[config.mk]
export PLATFORM = sky130hd
export DESIGN_NAME = uart_tx_framer
export DESIGN_NICKNAME = d
export VERILOG_FILES = /design/src/rtl/uart_tx_framer.sv
export SDC_FILE = /design/constraint.sdc
export NUM_CORES = 1
export LEC_CHECK = 0
export ABC_AREA = 1
export CELL_PAD_IN_SITES_DETAIL_PLACEMENT = 0
export CELL_PAD_IN_SITES_GLOBAL_PLACEMENT = 2
export CORE_ASPECT_RATIO = 0.6
export CORE_MARGIN = 2
export CORE_UTILIZATION = 35
export CTS_CLUSTER_DIAMETER = 60
export CTS_CLUSTER_SIZE = 30
export DETAILED_ROUTE_END_ITERATION = 6
export PLACE_DENSITY_LB_ADDON = 0.05
export SYNTH_ARGS = -nofsm -noshare
export SYNTH_HDL_FRONTEND = slang
export SYNTH_SLANG_ARGS = --single-unit
[constraint.sdc]
create_clock -name clk -period 5.65 [get_ports clk]
set_input_delay 1.4125 -clock clk [delete_from_list [all_inputs] [get_ports clk]]
set_output_delay 1.4125 -clock clk [all_outputs]
set_load 0.01 [all_outputs]
[src/rtl/uart_tx_framer.sv]
// Purpose: serialise one byte into a UART frame (start, LSB-first data, optional parity, stop).
// Latency: line drops to the start bit on the accepting edge; frame lasts N*P cycles (N = 10 or 11).
// Backpressure: busy high for the whole frame; data_valid while busy is dropped, never queued.
module uart_tx_framer #(
  parameter int DATA_WIDTH = 8,
  parameter int PRE_WIDTH  = 6
) (
  input  logic                  clk,
  input  logic                  rst,
  input  logic [DATA_WIDTH-1:0] P_DATA,
  input  logic                  data_valid,
  input  logic                  PAR_EN,
  input  logic                  PAR_TYP,
  input  logic [PRE_WIDTH-1:0]  prescale,
  output logic                  TX_OUT,
  output logic                  busy
);

  localparam int BIT_W = (DATA_WIDTH > 1) ? $clog2(DATA_WIDTH) : 1;
  localparam logic [BIT_W-1:0] LAST_BIT = BIT_W'(DATA_WIDTH - 1);

  localparam logic [2:0] S_IDLE   = 3'd0;
  localparam logic [2:0] S_START  = 3'd1;
  localparam logic [2:0] S_DATA   = 3'd2;
  localparam logic [2:0] S_PARITY = 3'd3;
  localparam logic [2:0] S_STOP   = 3'd4;

  logic [2:0]            state;
  logic [DATA_WIDTH-1:0] data_q;     // frozen copy of the byte, used for parity
  logic [DATA_WIDTH-1:0] shift_q;    // data bits still to be put on the line
  logic                  par_en_q;
  logic                  par_typ_q;
  logic [PRE_WIDTH-1:0]  pre_q;      // bit period, already clamped to at least 1
  logic [PRE_WIDTH-1:0]  pre_cnt;    // 0..pre_q-1 within the current bit
  logic [BIT_W-1:0]      bit_cnt;    // data bit index, only meaningful in S_DATA
  logic                  accept;
  logic                  bit_end;
  logic                  parity_bit;

  assign accept     = (state == S_IDLE) && data_valid;
  // pre_q never reaches 0, so pre_q-1 cannot underflow and the counter stays below 2**PRE_WIDTH-1
  assign bit_end    = (pre_cnt == (pre_q - PRE_WIDTH'(1)));
  assign parity_bit = par_typ_q ? ~^data_q : ^data_q;

  // Freeze byte and line configuration at acceptance so mid-frame input changes are ignored
  always_ff @(posedge clk or posedge rst) begin
    if (rst) begin
      data_q    <= '0;
      par_en_q  <= 1'b0;
      par_typ_q <= 1'b0;
      pre_q     <= PRE_WIDTH'(1);
    end else if (accept) begin
      data_q    <= P_DATA;
      par_en_q  <= PAR_EN;
      par_typ_q <= PAR_TYP;
      pre_q     <= (prescale == '0) ? PRE_WIDTH'(1) : prescale;
    end
  end

  // Frame sequencer: drives the registered line and busy, advances one bit every pre_q cycles
  always_ff @(posedge clk or posedge rst) begin
    if (rst) begin
      state   <= S_IDLE;
      TX_OUT  <= 1'b1;
      busy    <= 1'b0;
      pre_cnt <= '0;
      bit_cnt <= '0;
      shift_q <= '0;
    end else begin
      case (state)
        S_IDLE: begin
          TX_OUT <= 1'b1;
          if (accept) begin
            state   <= S_START;
            TX_OUT  <= 1'b0;
            busy    <= 1'b1;
            pre_cnt <= '0;
            bit_cnt <= '0;
            shift_q <= P_DATA;
          end
        end
        default: begin
          if (!bit_end) begin
            pre_cnt <= pre_cnt + PRE_WIDTH'(1);
          end else begin
            pre_cnt <= '0;
            case (state)
              S_START: begin
                state   <= S_DATA;
                TX_OUT  <= shift_q[0];
                shift_q <= shift_q >> 1;
              end
              S_DATA: begin
                if (bit_cnt == LAST_BIT) begin
                  bit_cnt <= '0;
                  if (par_en_q) begin
                    state  <= S_PARITY;
                    TX_OUT <= parity_bit;
                  end else begin
                    state  <= S_STOP;
                    TX_OUT <= 1'b1;
                  end
                end else begin
                  bit_cnt <= bit_cnt + BIT_W'(1);
                  TX_OUT  <= shift_q[0];
                  shift_q <= shift_q >> 1;
                end
              end
              S_PARITY: begin
                state  <= S_STOP;
                TX_OUT <= 1'b1;
              end
              default: begin
                // end of stop bit (or recovery from an unused encoding)
                state  <= S_IDLE;
                busy   <= 1'b0;
                TX_OUT <= 1'b1;
              end
            endcase
          end
        end
      endcase
    end
  end

endmodule

# After elaboration in Yosys (flattened, before gate mapping)
# Index checks and enable logic that the tools add are counted.
# word_totals
input_bits,19
elab_cells,66
register_bits,38
out_inout_bits,2
# classes
n_reduce_logical,13
mux,31
n_addsub,3
n_eq_ne,9
# ops
operator,count
2-to-1 mux 8 bit,4
2-to-1 mux 3 bit,10
2-to-1 mux 6 bit,4
one-hot mux 8 bit (2 select lines),1
2-to-1 mux 1 bit,10
one-hot mux 3 bit (3 select lines),1
AND reduction 3 bit,3
XNOR reduction 8 bit,1
XOR reduction 8 bit,1
"adder 6 x 1 -> 6 bit, second input constant",1
"== test 3 x 2 -> 1 bit, second input constant",2
== test 6 bit,1
zero test 6 bit,1
"inequality test 3 bit, second input constant",2
"subtractor 6 x 1 -> 6 bit, second input constant",1
AND reduction 4 bit,1
nonzero test 2 bit,2
"adder 3 x 1 -> 3 bit, second input constant",1
"== test 3 x 1 -> 1 bit, second input constant",1
"== test 3 bit, second input constant",1
zero test 3 bit,1
nonzero test 3 bit,1
OR reduction 3 bit,1
"inequality test 2 x 1 -> 1 bit, second input constant",1
3 further kinds,3

# Depth between registers and ports, before layout
# Gate-level depths: netlist of the first run.
# logic_depth
word_depth,7
ltp_mapped,14
mapped_depth_nobuf,14

# Least setup slack after synthesis of the first run
# No wires, ideal clock.
# synth_timing
path_kind,input-to-reg
from,input data_valid
to,register state[2]
cell_stages,6
path_buffers,0
setup_ps,127
arrival_ps,2063
setup_slack_ps,3460
required_ps,5523
path_cell_list,inv_1 nand2_1 o21ai_0 inv_1 nand2_4 o21ai_0
# synth_between
elab_chain_len,3
# synth_rtl
element,line_no,source
"start, declared",11,"input logic data_valid,"
logical AND 1 bit,40,assign accept = (state == S_IDLE) && data_valid;
inequality test 2 bit (no line),-,
AND reduction 3 bit (no line),-,
"end signal, assigned",63,state <= S_IDLE;
"end signal, assigned",74,state <= S_START;
"end signal, assigned",89,state <= S_DATA;
"end, declared",28,logic [2:0] state;
# No other way between the ends.
# A chain may end at the register's enable or synchronous reset.

# Final worst setup path of the first run
# layout_timing
from,register TX_OUT
to,output TX_OUT
# layout_rtl
element,line_no,source
"start, declared",15,"output logic TX_OUT,"
"start signal, assigned",90,TX_OUT <= shift_q[0];
"start signal, assigned",98,TX_OUT <= parity_bit;
"start signal, assigned",105,TX_OUT <= shift_q[0];
# No word-level cell between the ends.

==> results of run 1 <==
## sequential cells by signal, indices dropped and copies added (netlist names)
signal	flops
par_en_q	1
busy	1
state	3
shift_q	8
pre_q	6
TX_OUT	1
pre_cnt	6
data_q	8
bit_cnt	3
par_typ_q	1
## power by group
part	leakage, nW	total, mW	internal, mW	switching, mW
clock	0.0575	0.221	0.123	0.0973
combinational	0.754	0.778	0.269	0.509
sequential	0.477	0.494	0.401	0.0934
total	1.29	1.49	0.793	0.700
## cell families after synthesis
group	count (synthesis)
flip-flops	38
XOR/XNOR	10
AO/OA/AOI/OAI	33
adder cells (fa/ha/maj)	4
AND/OR/NAND/NOR	160
buffers and inverters	43
## synth_stat cells (all sizes together)
cell,count,area share (%)
nand2,118,22
inv,38,6.6
dfrtp,36,42
o21ai,26,6.0
nor2,21,5.0
nand3,12,3.6
nand4,8,2.3
xor2,6,2.4
buf,4,1.6
ha,4,2.3
o22ai,4,1.2
xnor2,4,1.6
a21oi,2,0.46
dfstp,2,2.4
a311oi,1,0.41
clkbuf,1,0.23
nor3,1,0.23
## worst register-to-register path: stages, from the launching register on
cell and delay (ns):
dfstp_2 0.55, inv_1 0.12, ha_1 0.33, xnor2_1 0.12, nor2_1 0.08, nand3_1 0.09, nor2_2 0.11, nand3_2 0.10
nand2_4 0.23, nand3_4 0.17, nand2_1 0.11, nand2_1 0.05
## per-stage QoR
stage	util, %	hold slack (ns)	instance area, um2
finish	42.1	0.472	2540
global route	42.1	0.510	2540
CTS	42.1	0.475	2540
detailed placement	40.2	0.459	2430
global placement	40.2	0.455	2430
floorplan	-	0.442	2150
## how the worst max path moves through the flow
stage,startpoint,to,slack [ns]
after global placement,data_valid,state[2],2.56
final,TX_OUT,TX_OUT,2.86
after global routing,data_valid,state[2],2.65
after floorplan,rst,bit_cnt[0],3.38
after CTS,TX_OUT,TX_OUT,2.83
after detailed placement,data_valid,state[0],2.57
## routing by layer
layer / part of all wire [%] / routed length (um) / global-route usage [%]
met1: 60 / 2990 / 26.9
met2: 35 / 1730 / 21.3
met3: 4.1 / 202 / 4.53
met4: 1.3 / 63 / 4.17
met5: 0 / 0 / 0
## final cells by class
| class | instances | area (um2) |
|---|---|---|
| repair buffers | 21 | 208 |
| inverters | 38 | 143 |
| clock buffers | 8 | 110 |
| well taps | 84 | 105 |
| flip-flops and latches | 38 | 953 |
| fillers | 635 | 3490 |
| multi-input cells | 207 | 1020 |
==> results.txt, run 1 <==
crit path DAT = 1.38 ns
final hold vios = 0
min-delay worst type = reg -> reg
antenna-violating nets left = 0
max_slew headroom = 61.5%
worst path cell trace = clkdlybuf4s50_1
leakage power = 1.29 nW
# DRC = 0
Top delay family on crit path = buffers and inverters
worst slew pin tran = 0.576 ns
commonest non-fill, non-tap cell in the layout = nand2_1
CP Class = reg -> out
Initial Util = 35.7%
Yosys cell types = 25
Pre-Repair DR Iteration Count = 4
Worst EP required = 4.24 ns
Setup TNS Final = 0 ns
Final HPWL DP = 3.62 mm
Area growth syn-to-layout = 17.8%
hold_sp = TX_OUT
root buf cell = clkbuf_8
wire per inst = 12.6 um
Overflow after GRT = 0
layout cells sized above 1 = 6.73%
Global Route Usage Sum = 16.7%
first-pass GRT wire length = 8.67 mm
largest family of logic cells by synthesized area = simple AND/OR/NAND/NOR gates
XOR/XNOR Fraction of Synth Area = 4.07%
num rows = 22
crit path time final = 2.79 ns
area of the mapped netlist = 2150 um2
CTS sink cnt = 38
post-synthesis sequential area ratio = 44.3%
area fraction in compound gates after synthesis = 8.08%
# nets final = 334
initial antenna violation count = 0
IO Pins = 21
CP endpoint kind = output pin
CTS tree = done
full die area = 6820 um2
critical path buffer and inverter count = 1
synthesized area per cell = 7.48 um2
mux cell area share after synthesis = 0%
RSZ-0062 raised after global routing = no
post-route insts no fill = 396
antenna cell count = 0
Total Power = 1.49 mW
WP depth = 1
status = complete, no violations
most frequent cells in the layout = 115 x nand2_1, 37 x inv_1, 36 x dfrtp_1
Port Buffers = 20
Clock Skew = 0.00748 ns
largest net degree at the start of global routing = 39
YS warnings = 0
CTS clk-pin slew, worst paths = 0.08 ns
Setup WS post-layout = 2.86 ns
CTS Hold Buffers Added = 0
vias in the first global route = 1,708
core area = 6030 um2
post_cts resized = 0
die height = 64.8 um
vias per cell = 4.36
setup bufs post-CTS = 0
number of CTS-inserted buffers = 5
pre-CTS WS = 2.57 ns
Initial DRC Count = 73
maximum clock frequency = 0.358 GHz
worst r2r dst = shift_q[7]
max-slew violations = 0
CTS max path bufs = 2
VDD IR-drop max = 0.151 mV
number of max-cap violations = 0
placed cells = 388
Mapped Cells = 288
cells on worst reg2reg path = 11
post-synthesis simple-gate area fraction = 32.8%
die width = 105 um
WL final = 4.98 mm
Critical Path Fanout Max = 2
period utilization = 49.4%
worst flop-to-flop path startpoint = pre_q[0]
final setup violation count = 0
Largest stage delay, worst path = 0.55 ns
flops & latches, synth = 38
Min-Delay Endpoint = TX_OUT
PD cells = 589 nW/um2
Register-to-Register Setup Slack = 3.46 ns
final RePlAce weighted congestion = 0.737
Startpoint Class = flip-flop
hold depth = 2
H-tree Lvls = 2
slowest CP cell = clkdlybuf4s50_1
total number of vias = 1,728
adder-cell share of the synthesized area = 2.32%
Post-Syn Nets = 311
worst skew pair latency = 0.29 ns
(Power assumes the default switching activity.)
==> run 2, diff against run 1 <==
- CORE_UTILIZATION: 35 -> 30
- clock period: 5.65 -> 2.3 ns (I/O delays scaled with it)
==> results.txt, run 2 (same netlist as run 1, synthesis figures left out) <==
status = complete, no violations
antenna cell count = 0
die width = 113 um
hold_sp = shift_q[7]
# DRC = 0
Setup TNS Final = 0 ns
leakage power = 1.32 nW
worst hold slack = 0.469 ns
commonest non-fill, non-tap cell in the layout = nand2_1
Initial DRC Count = 93
# nets final = 339
WL final = 5.22 mm
CP Launch Point = pre_q[0]
final setup violation count = 0
Worst EP required = 2.46 ns
initial antenna violation count = 0
worst skew pair latency = 0.28 ns
worst slew pin tran = 0.500 ns
setup bufs post-CTS = 0
placed cell areas = 2470 um2
Multi-input gate area = 1020 um2
Critical Path Fanout Max = 16
maximum clock frequency = 0.477 GHz
post-route insts no fill = 404
crit path time final = 2.09 ns
number of max-cap violations = 0
Fillers = 704
Port Buffers = 20
Core Util, Final = 38.2%
final hold vios = 0
max-slew violations = 0
biggest regs = data_q: 8 flops, shift_q: 8 flops
CP endpoint kind = flip-flop
most frequent cells in the layout = 115 x nand2_1, 37 x inv_1, 36 x dfrtp_1
number of CTS-inserted buffers = 5
total number of vias = 1,769
root buf cell = clkbuf_16
Initial Util = 31.6%
full die area = 7890 um2
min-delay worst type = reg -> reg
RSZ-0062 raised after global routing = no
num rows = 23
Final Instance Area = 2600 um2
max_slew headroom = 66.7%
sequential cell area = 953 um2
die height = 69.6 um
VDD IR-drop max = 0.393 mV
first-pass GRT wire length = 8.71 mm
CTS sink cnt = 38
vias per cell = 4.38
Area growth syn-to-layout = 20.9%
worst flop-to-flop path startpoint = pre_q[0]
final RePlAce weighted congestion = 0.718
layout cells sized above 1 = 7.26%
CTS Hold Buffers Added = 0
Final HPWL DP = 3.90 mm
Startpoint Class = flip-flop
Pre-Repair DR Iteration Count = 4
crit path DAT = 2.26 ns
Clock Skew = 0.0105 ns
placed cells = 396
H-tree Lvls = 2
antenna-violating nets left = 0
core area = 6820 um2
CP Class = reg -> reg
wire per inst = 12.9 um
post_cts resized = 0
CTS tree = done
Global Route Usage Sum = 14.4%
Register-to-Register Setup Slack = 0.21 ns
vias in the first global route = 1,687
CTS clk-pin slew, worst paths = 0.06 ns
period utilization = 91.1%
Overflow after GRT = 0
largest net degree at the start of global routing = 39
IO Pins = 21
PD cells = 1480 nW/um2
CTS max path bufs = 2
run 2: final timing paths:
path | endpoint | depth (start not counted)
setup / recovery | shift_q[1] | 11
hold / removal | shift_q[7] | 2
setup reg to reg | shift_q[1] | 11
hold reg to reg | shift_q[7] | 2
max in group asynchronous | TX_OUT | 3
min in group asynchronous | bit_cnt[0] | 3
run 2: final cells by class:
| class | count | share of cell area [%] |
|---|---|---|
| Multi-Input combinational cell | 207 | 39.1 |
| Sequential cell | 38 | 36.6 |
| Timing Repair Buffer | 26 | 9.42 |
| Tap cell | 87 | 4.18 |
| Clock buffer | 8 | 5.24 |
| Inverter | 38 | 5.48 |
run 2: report_power, final:
| group | internal (mW) | switching (mW) |
|---|---|---|
| Combinational | 0.714 | 1.26 |
| Clock | 0.404 | 0.266 |
| Sequential | 0.985 | 0.232 |
run 2: per-layer routing:
metal / global-route usage [%] / share of wire, % / up-vias
met5: 0 / 0 / -
met4: 4.07 / 0.50 / 0
met3: 3.93 / 2.3 / 2
met2: 17.8 / 35 / 13
met1: 23.3 / 62 / 789
li1: - / - / 965
run 2: worst max-delay path, stage by stage, from the launching register on:
cell and delay, ns:
dfstp_2 0.52, inv_1 0.10, ha_1 0.32, xnor2_1 0.13, nor2_1 0.09, nand3_1 0.08, nor2_2 0.10, nand3_2 0.10
nand2_4 0.22, nand3_4 0.16, nand2_1 0.09, nand2_1 0.05
run 2: metrics by stage:
stage	power, mW	setup WS (ns)
CTS	3.92	0.199
detailed placement	3.23	0.215
global route	4.27	0.00441
finish	3.86	0.206
floorplan	2.75	0.486
global placement	3.24	0.286
==> run 3, diff against run 2 <==
- ABC_AREA: 1 -> unset
- CORE_UTILIZATION: 30 -> 33
==> results.txt, run 3 <==
most frequent cells in the layout = 36 x dfrtp_1, 21 x nand2_1, 20 x clkdlybuf4s50_1
Startpoint Class = flip-flop
Overflow after GRT = 0
crit path DAT = 2.38 ns
final hold vios = 0
initial antenna violation count = 0
period utilization = 96.1%
Min-Delay Endpoint = pre_q[0]
leakage power = 1.13 nW
flops & latches, synth = 38
H-tree Lvls = 2
final setup violation count = 0
vias in the first global route = 1,575
# nets final = 253
CTS clk-pin slew, worst paths = 0.08 ns
CTS Hold Buffers Added = 0
mux cell area share after synthesis = 13.0%
Register-to-Register Setup Slack = 0.09 ns
top-count cell post-synth = dfrtp_1
CTS tree = done
VDD IR-drop max = 0.475 mV
vias per cell = 5.06
core area = 6170 um2
Initial Util = 34.3%
XOR/XNOR Fraction of Synth Area = 6.86%
largest family of logic cells by synthesized area = compound AO/OA/AOI/OAI gates
hold depth = 2
antenna-violating nets left = 0
placed cell areas = 2470 um2
largest net degree at the start of global routing = 39
max_slew headroom = 66.8%
Fillers = 607
Yosys cell types = 46
commonest non-fill, non-tap cell in the layout = dfrtp_1
CTS max path bufs = 2
asr flop ratio synth = 100%
biggest regs = data_q: 8 flops, shift_q: 8 flops
CTS sink cnt = 38
die width = 107 um
Area growth syn-to-layout = 21.2%
wire per inst = 15.3 um
Mapped Cells = 200
full die area = 7090 um2
IO Pins = 21
number of max-cap violations = 0
# DRC = 0
Final Instance Area = 2560 um2
CP Class = reg -> reg
Port Buffers = 20
worst skew pair latency = 0.29 ns
number of CTS-inserted buffers = 5
adder-cell share of the synthesized area = 2.36%
post-synthesis sequential area ratio = 45.0%
Critical Path Fanout Max = 5
Pre-Repair DR Iteration Count = 4
first-pass GRT wire length = 8.19 mm
area of the mapped netlist = 2120 um2
total number of vias = 1,594
YS warnings = 0
root buf cell = clkbuf_8
max-slew violations = 0
Total Power = 3.45 mW
Post-Syn Nets = 223
area fraction in compound gates after synthesis = 15.4%
Post-synth EDFFs = 0
worst r2r dst = shift_q[4]
worst slew pin tran = 0.498 ns
WL final = 4.83 mm
synthesized area per cell = 10.6 um2
Setup TNS Final = 0 ns
final RePlAce weighted congestion = 0.750
Global Route Usage Sum = 15.4%
PD cells = 1350 nW/um2
die height = 66.0 um
layout cells sized above 1 = 22.9%
Core Util, Final = 41.6%
cells on worst reg2reg path = 7
min-delay worst type = reg -> reg
hold_sp = pre_q[0]
num rows = 22
maximum clock frequency = 0.452 GHz
post-synthesis simple-gate area fraction = 13.7%
Initial DRC Count = 59
status = complete, no violations
RSZ-0062 raised after global routing = no
Clock Skew = 0.00801 ns
worst flop-to-flop path startpoint = pre_q[0]
Final HPWL DP = 3.56 mm
Post-synth top cells = 36 x dfrtp_1, 21 x nand2_1, 16 x mux2_2
top cells by area, synth = dfrtp_1 43%, mux2_2 8.5%, nand2_1 3.7%, mux2_4 3.5%, o21ai_0 3.5%
crit path time final = 2.21 ns
CP Launch Point = pre_q[0]
antenna cell count = 0
CP endpoint kind = flip-flop
Top FF cell, synth = dfrtp_1
Worst EP required = 2.47 ns
post-synth top area share = 42.6%
area leader, netlist = dfrtp_1
setup bufs post-CTS = 0
[run 3: changes by cell type after synthesis, moves of 6 or more]
cell / delta
nor2_1: -8
nand3_1: -6
nand2_1: -94
a21oi_1: +8
mux2_2: +16
inv_1: -32
o21ai_0: -11
nand4_1: -7
[run 3: per-layer routing]
layer	wire length (um)	track usage, %	vias up	part of all wire [%]
met1	2570	22.3	797	53
li1	-	-	764	-
met5	0	0	-	0
met4	48	4.49	0	0.99
met2	1990	22.8	28	41
met3	217	3.45	5	4.5
[run 3: logic make-up (layout without fill, tap and decap cells)]
logic type / count (synthesis) / after routing
fa+ha+maj: 4 / 4
buf+inv: 16 / 47
simple gates: 58 / 58
flops: 38 / 38
compound gates: 46 / 46
mux: 23 / 23
xor+xnor: 15 / 15
[run 3: final cells by class]
type | instances | area, um2 | share of cell area [%]
Multi-Input combinational cell | 146 | 1090 | 42.5
Inverter | 5 | 18.8 | 0.732
Sequential cell | 38 | 953 | 37.2
Tap cell | 84 | 105 | 4.10
Clock buffer | 7 | 86.3 | 3.37
Clock inverter | 1 | 5.00 | 0.195
Timing Repair Buffer | 34 | 305 | 11.9
[run 3: worst max-delay path by stage]
stage / endpoint / slack [ns] / cells past startpoint
finish: shift_q[4] / 0.09 / 7
global placement: bit_cnt[0] / 0.07 / 8
CTS: shift_q[4] / 0.01 / 8
global route: shift_q[4] / 0.004 / 9
detailed placement: bit_cnt[0] / 0.03 / 8
floorplan: bit_cnt[0] / 0.02 / 8
[run 3: through the flow]
step,setup WS [ns],cells,hold slack [ns]
after floorplan,0.0235,200,0.470
after global placement,0.0727,307,0.482
after detailed placement,0.0263,307,0.500
after CTS,0.00995,315,0.516
after global routing,0.00351,315,0.543
final,0.0896,315,0.516
[run 3: what timing repair did]
item                       4_1_cts  5_1_grt
hold endpoints to repair         0        0
pin swaps                        1        3
gates resized for setup          0        2
setup endpoints to repair        1        8
[run 3: report_power, final]
part / total [mW] / internal [mW] / switching (mW)
sequential: 1.28 / 0.988 / 0.294
clock: 0.475 / 0.242 / 0.233
combinational: 1.69 / 0.874 / 0.820
[run 3: critical path, cell delays in order (launching register included)]
cell,delay (ns)
dfstp_2,0.54
inv_1,0.05
ha_2,0.31
xor2_1,0.16
o2111ai_2,0.24
o31ai_4,0.35
nand2_4,0.13
mux2_4,0.32
